<file path="config.mk">
export PLATFORM = sky130hd
export DESIGN_NAME = pipe_stage_skid_reg
export DESIGN_NICKNAME = d
export VERILOG_FILES = /design/src/rtl/pipe_stage_skid_reg.sv
export SDC_FILE = /design/constraint.sdc
export NUM_CORES = 1
export LEC_CHECK = 0
export CAP_MARGIN = 10
export CORE_MARGIN = 2
export CORE_UTILIZATION = 25
export DETAILED_ROUTE_END_ITERATION = 10
export GPL_TIMING_DRIVEN = 0
export PLACE_DENSITY_LB_ADDON = 0.3
export SKIP_LAST_GASP = 1
export SYNTH_ARGS = -nofsm -noshare
export SYNTH_HDL_FRONTEND = slang
export SYNTH_SLANG_ARGS = --single-unit
</file>
<file path="constraint.sdc">
create_clock -name clk_i -period 2.05 [get_ports clk_i]
set_input_delay 0.41 -clock clk_i [delete_from_list [all_inputs] [get_ports clk_i]]
set_output_delay 0.41 -clock clk_i [all_outputs]
set_load 0.05 [all_outputs]
</file>
<file path="src/rtl/pipe_stage_skid_reg.sv">
// Purpose : parametrised pipeline stage register carrying LANES {pc, instr, pc+4} slots per beat.
// Latency : 1 cycle from accept to valid_o; 1 beat/cycle sustained while ready_i is held high.
// Backpr. : a 2-entry skid (main + skid) keeps ready_o a pure decode of the state register.
//
// Ports   : clk_i/rst_i (sync, active-high), flush_i drops held and incoming beats.
//           upstream   valid_i/ready_o, lane_valid_i, addr_i, instr_i, pc_add4_i (lane 0 in LSBs)
//           downstream valid_o/ready_i, lane_valid_o, addr_o, instr_o, pc_add4_o, occupancy_o
// Option  : define PIPE_STAGE_SKID_PERF_EN to add stall_cnt_o / bubble_cnt_o saturating counters.
module pipe_stage_skid_reg #(
  parameter int          XLEN      = 32,
  parameter int          LANES     = 1,
  parameter logic [31:0] NOP_INSTR = 32'h0000_0013,
  parameter int          CNT_W     = 16
) (
  input  logic                  clk_i,
  input  logic                  rst_i,
  input  logic                  flush_i,
  input  logic                  valid_i,
  output logic                  ready_o,
  input  logic [LANES-1:0]      lane_valid_i,
  input  logic [LANES*XLEN-1:0] addr_i,
  input  logic [LANES*32-1:0]   instr_i,
  input  logic [LANES*XLEN-1:0] pc_add4_i,
  output logic                  valid_o,
  input  logic                  ready_i,
  output logic [LANES-1:0]      lane_valid_o,
  output logic [LANES*XLEN-1:0] addr_o,
  output logic [LANES*32-1:0]   instr_o,
  output logic [LANES*XLEN-1:0] pc_add4_o,
  output logic [1:0]            occupancy_o
`ifdef PIPE_STAGE_SKID_PERF_EN
  ,
  output logic [CNT_W-1:0]      stall_cnt_o,
  output logic [CNT_W-1:0]      bubble_cnt_o
`endif
);

  typedef struct packed {
    logic [LANES-1:0]      lane_valid;
    logic [LANES*XLEN-1:0] addr;
    logic [LANES*32-1:0]   instr;
    logic [LANES*XLEN-1:0] pc_add4;
  } beat_t;

  typedef enum logic [1:0] {
    ST_EMPTY = 2'd0,
    ST_ONE   = 2'd1,
    ST_FULL  = 2'd2
  } state_e;

  state_e state_q, state_nxt;
  beat_t  main_q, main_nxt;
  beat_t  skid_q, skid_nxt;
  beat_t  in_beat;
  logic   push, pop;

  assign in_beat = '{lane_valid: lane_valid_i, addr: addr_i, instr: instr_i, pc_add4: pc_add4_i};

  // Handshake flags depend only on the state register, never on ready_i/valid_i.
  assign ready_o = (state_q != ST_FULL);
  assign valid_o = (state_q != ST_EMPTY);
  assign push    = valid_i & ready_o;
  assign pop     = valid_o & ready_i;

  always_comb begin
    occupancy_o = 2'd0;
    case (state_q)
      ST_ONE:  occupancy_o = 2'd1;
      ST_FULL: occupancy_o = 2'd2;
      default: occupancy_o = 2'd0;
    endcase
  end

  always_comb begin
    state_nxt = state_q;
    main_nxt  = main_q;
    skid_nxt  = skid_q;
    case (state_q)
      ST_EMPTY: begin
        if (push) begin
          main_nxt  = in_beat;
          state_nxt = ST_ONE;
        end
      end
      ST_ONE: begin
        if (push && pop) begin
          main_nxt = in_beat;
        end else if (push) begin
          // Downstream stalled: park the new beat behind the head.
          skid_nxt  = in_beat;
          state_nxt = ST_FULL;
        end else if (pop) begin
          state_nxt = ST_EMPTY;
        end
      end
      ST_FULL: begin
        if (pop) begin
          main_nxt  = skid_q;
          state_nxt = ST_ONE;
        end
      end
      default: state_nxt = ST_EMPTY;
    endcase
    // Flush wins over any push/pop in the same cycle, including the beat on the input.
    if (flush_i) begin
      state_nxt = ST_EMPTY;
      main_nxt  = '0;
      skid_nxt  = '0;
    end
  end

  always_ff @(posedge clk_i) begin
    if (rst_i) begin
      state_q <= ST_EMPTY;
      main_q  <= '0;
      skid_q  <= '0;
    end else begin
      state_q <= state_nxt;
      main_q  <= main_nxt;
      skid_q  <= skid_nxt;
    end
  end

  // Empty stage or invalid lane presents a canonical NOP with zeroed pc fields.
  for (genvar k = 0; k < LANES; k++) begin : g_lane
    logic lane_on;
    assign lane_on                     = valid_o & main_q.lane_valid[k];
    assign lane_valid_o[k]             = lane_on;
    assign addr_o[k*XLEN +: XLEN]      = lane_on ? main_q.addr[k*XLEN +: XLEN] : '0;
    assign pc_add4_o[k*XLEN +: XLEN]   = lane_on ? main_q.pc_add4[k*XLEN +: XLEN] : '0;
    assign instr_o[k*32 +: 32]         = lane_on ? main_q.instr[k*32 +: 32] : NOP_INSTR;
  end

`ifdef PIPE_STAGE_SKID_PERF_EN
  localparam logic [CNT_W-1:0] CNT_ONE = {{(CNT_W-1){1'b0}}, 1'b1};

  logic [CNT_W-1:0] stall_q, bubble_q;

  // Counters survive flush so a flush storm is still visible as stall/bubble time.
  always_ff @(posedge clk_i) begin
    if (rst_i) begin
      stall_q  <= '0;
      bubble_q <= '0;
    end else begin
      if (valid_o && !ready_i && (stall_q != '1))
        stall_q <= stall_q + CNT_ONE;
      if (!valid_o && ready_i && (bubble_q != '1))
        bubble_q <= bubble_q + CNT_ONE;
    end
  end

  assign stall_cnt_o  = stall_q;
  assign bubble_cnt_o = bubble_q;
`else
  // Keeps CNT_W referenced when the counters are compiled out.
  logic [CNT_W-1:0] unused_cnt_w;
  assign unused_cnt_w = '0;
`endif

endmodule

</file>
==> out/metrics.cfg <==
[worst_setup_path]
reg2reg_to = main_q[46]$_SDFFE_PP0P_
cpPeakStageDelay_ps = 370
start_kind = flop
crit_path_top_delay_cell = dfxtp_4
crit_type = flop to primary output
r2r_start = state_q[1]$_SDFFE_PP0P_
cp-startpoint = state_q[0]$_SDFFE_PP0P_
crit_path_end = pc_add4_o[4]
reg2reg_depth = 7
crit_arrival_ps = 1790
cp-end-kind = primary output
cp_cell_sequence = or2_4, clkbuf_16, buf_8, and3_4, buf_6
cp_data_required_time_ps = 1640
path_max_fanout = 10
rrSetupSlack_ps = 130

[clock_tree]
ctsHtreeMaxLevel = 4
clockBufferDepth = 2
clk_latency_ps = 440
cts_tree = built
numCtsBuffers = 17
cts.clk_slew.worst_paths_ps = 70
cts.sinks = 196
cts_hold_buf = 0
clock-root-buffer = clkbuf_16

[logic_synthesis]
synth_area_leader_cell = dfxtp_1
synth.distinct_cells = 23
syn_nets = 1113
syn-cell-area_mm2 = 0.00897
avgSynthCellArea_um2 = 8.87
synth-seq-area-share = 0.437
yosysTopAreaCellShare = 0.437
synth-seq-cells = 196
syn_inst = 1011
ys_warn_count = 0
synth_area_leaders = dfxtp_1 (44%), a211oi_1 (14%), mux2i_1 (11%), nand2_1 (8.2%), and3_1 (6.5%)

[floorplanning]
start_util = 0.253
ios = 203
die_y_um = 193
core-area_mm2 = 0.0355
fp.dieW_um = 193
fp-row-count = 69
die-area_mm2 = 0.0374

[run]
cap_violations = 0

[drt]
drt_iter0_drc = 397
avgViaCountPerCell = 4.88
drc = 0
first_pass_iters = 5
vias = 8391
postRouteAntennaNets = 0
wirelength_um = 32000
wl_per_cell_um = 18.6

[layout]
drive_gt1_frac = 0.260
layout_common_cells = nand2_1 (196), dfxtp_1 (193), a211oi_1 (165), clkdlybuf4s50_1 (101), a21oi_1 (98)
fillCellCount = 3593
multi_input_area_mm2 = 0.00491
nNetsFinal = 1347
area_growth_syn_to_layout_pct = 45.2
final_common_cell = nand2_1
final-seq-area_mm2 = 0.00393

[timing]
tightest_slew_ps = 535
fin_ws_ps = -153
tns_ps = -10420
skew_ps = 12.7
finalSetupViolations = 95
slew_violations = 0
rsz0062_at_grt = true
fin_crit_sh = 1.07
hold_viol_final = 0
period_needed_ps = 2200
fmax_ghz = 0.454
slew_headroom = 0.643

[pwr]
p_leak_nw = 5.23
cellPowerDensity_mw_per_mm2 = 664
ir_drop_uv = 556

[grt]
antenna_found_initial = 1
track_usage = 0.167
grt_pass1_vias = 8494
grt_max_degree = 20
overflow = 0
grt_first_pass_wirelength_um = 48900

[status]
outcome = complete, but fails checks
violations = setup timing

[placed_design]
port_buffers = 202
routabilityCongestion = 0.765
dpl.hpwl_um = 22200
dp_slack_ps = -1300

[hold_path]
hp-class = flop to flop

routing by layer:
metal,global-route usage,share of wire
met3,0.0303,0.042
met4,0.0424,0.012
met2,0.268,0.47
met5,0,0
met1,0.230,0.48
critical path, delay by kind of cell, from the launching register on:
family | cells | cell delay, ps
buffers and inverters | 3 | 490
DFF | 1 | 370
and+or+nand+nor | 2 | 490
Yosys cell counts:
cell	n
nor2_1	1
nand2_1	196
nor4bb_1	1
or2_2	2
nand3b_1	1
and3b_1	1
mux2_4	1
nand2b_1	4
a211oi_2	30
or3b_2	1
dfxtp_1	196
a211oi_1	165
buf_6	6
inv_1	1
a21oi_1	98
and2_1	1
and3_1	93
clkbuf_1	84
buf_2	28
nand4bb_1	1
inv_2	1
mux2i_1	97
a21o_1	2
state kept, by name, indices dropped and copies added, names as in the netlist:
| name | cells |
|---|---|
| main_q | 97 |
| skid_q | 97 |
| state_q | 2 |
cell families after synthesis:
kind of cell | share of synthesized area
buf+inv | 0.0591
simple gates | 0.157
flops | 0.437
compound gates | 0.236
mux | 0.110
area by class of cell:
type                       instances  area share
multi-input combinational        695       0.377
sequential                       196       0.302
buffer                           115      0.0537
tap                              461      0.0443
clock inverter                    11      0.0117
clock buffer                      20      0.0335
antenna                            1    0.000192
inverter                           2    0.000768
timing repair buffer             218       0.177
timing repair:
action,CTS,global route
pin swaps,1,1
buffers inserted,8,4
gates resized for setup,792,88
cloned,2,2
endpoints found under the setup margin,242,143
where the power goes:
part           total (W)  leakage [nW]  internal, W  switching [W]
clock            0.00351         0.277      0.00193        0.00158
sequential       0.00398          1.59      0.00392      0.0000632
combinational    0.00116          3.36     0.000512       0.000650
worst min-delay path by stage:
stage                                  startpoint                       to  cells past startpoint
after floorplan            skid_q[0]$_SDFFE_PP0P_   skid_q[0]$_SDFFE_PP0P_                      2
after global placement    skid_q[80]$_SDFFE_PP0P_  skid_q[80]$_SDFFE_PP0P_                      2
after detailed placement  skid_q[80]$_SDFFE_PP0P_  skid_q[80]$_SDFFE_PP0P_                      2
after CTS                 skid_q[80]$_SDFFE_PP0P_  skid_q[80]$_SDFFE_PP0P_                      2
after global routing      skid_q[80]$_SDFFE_PP0P_  skid_q[80]$_SDFFE_PP0P_                      2
final                     skid_q[87]$_SDFFE_PP0P_  skid_q[87]$_SDFFE_PP0P_                      2
metrics by stage:
stage,area (um2),power [W],instances,utilization,hold WS [ps]
global route,13000,0.00902,1719,0.367,463
floorplan,8970,0.00465,1011,-,436
global placement,11600,0.00512,1674,0.326,440
detailed placement,11600,0.00513,1674,0.326,446
finish,13000,0.00865,1719,0.367,453
CTS,12600,0.00873,1713,0.356,455
(Power assumes the default switching activity.)
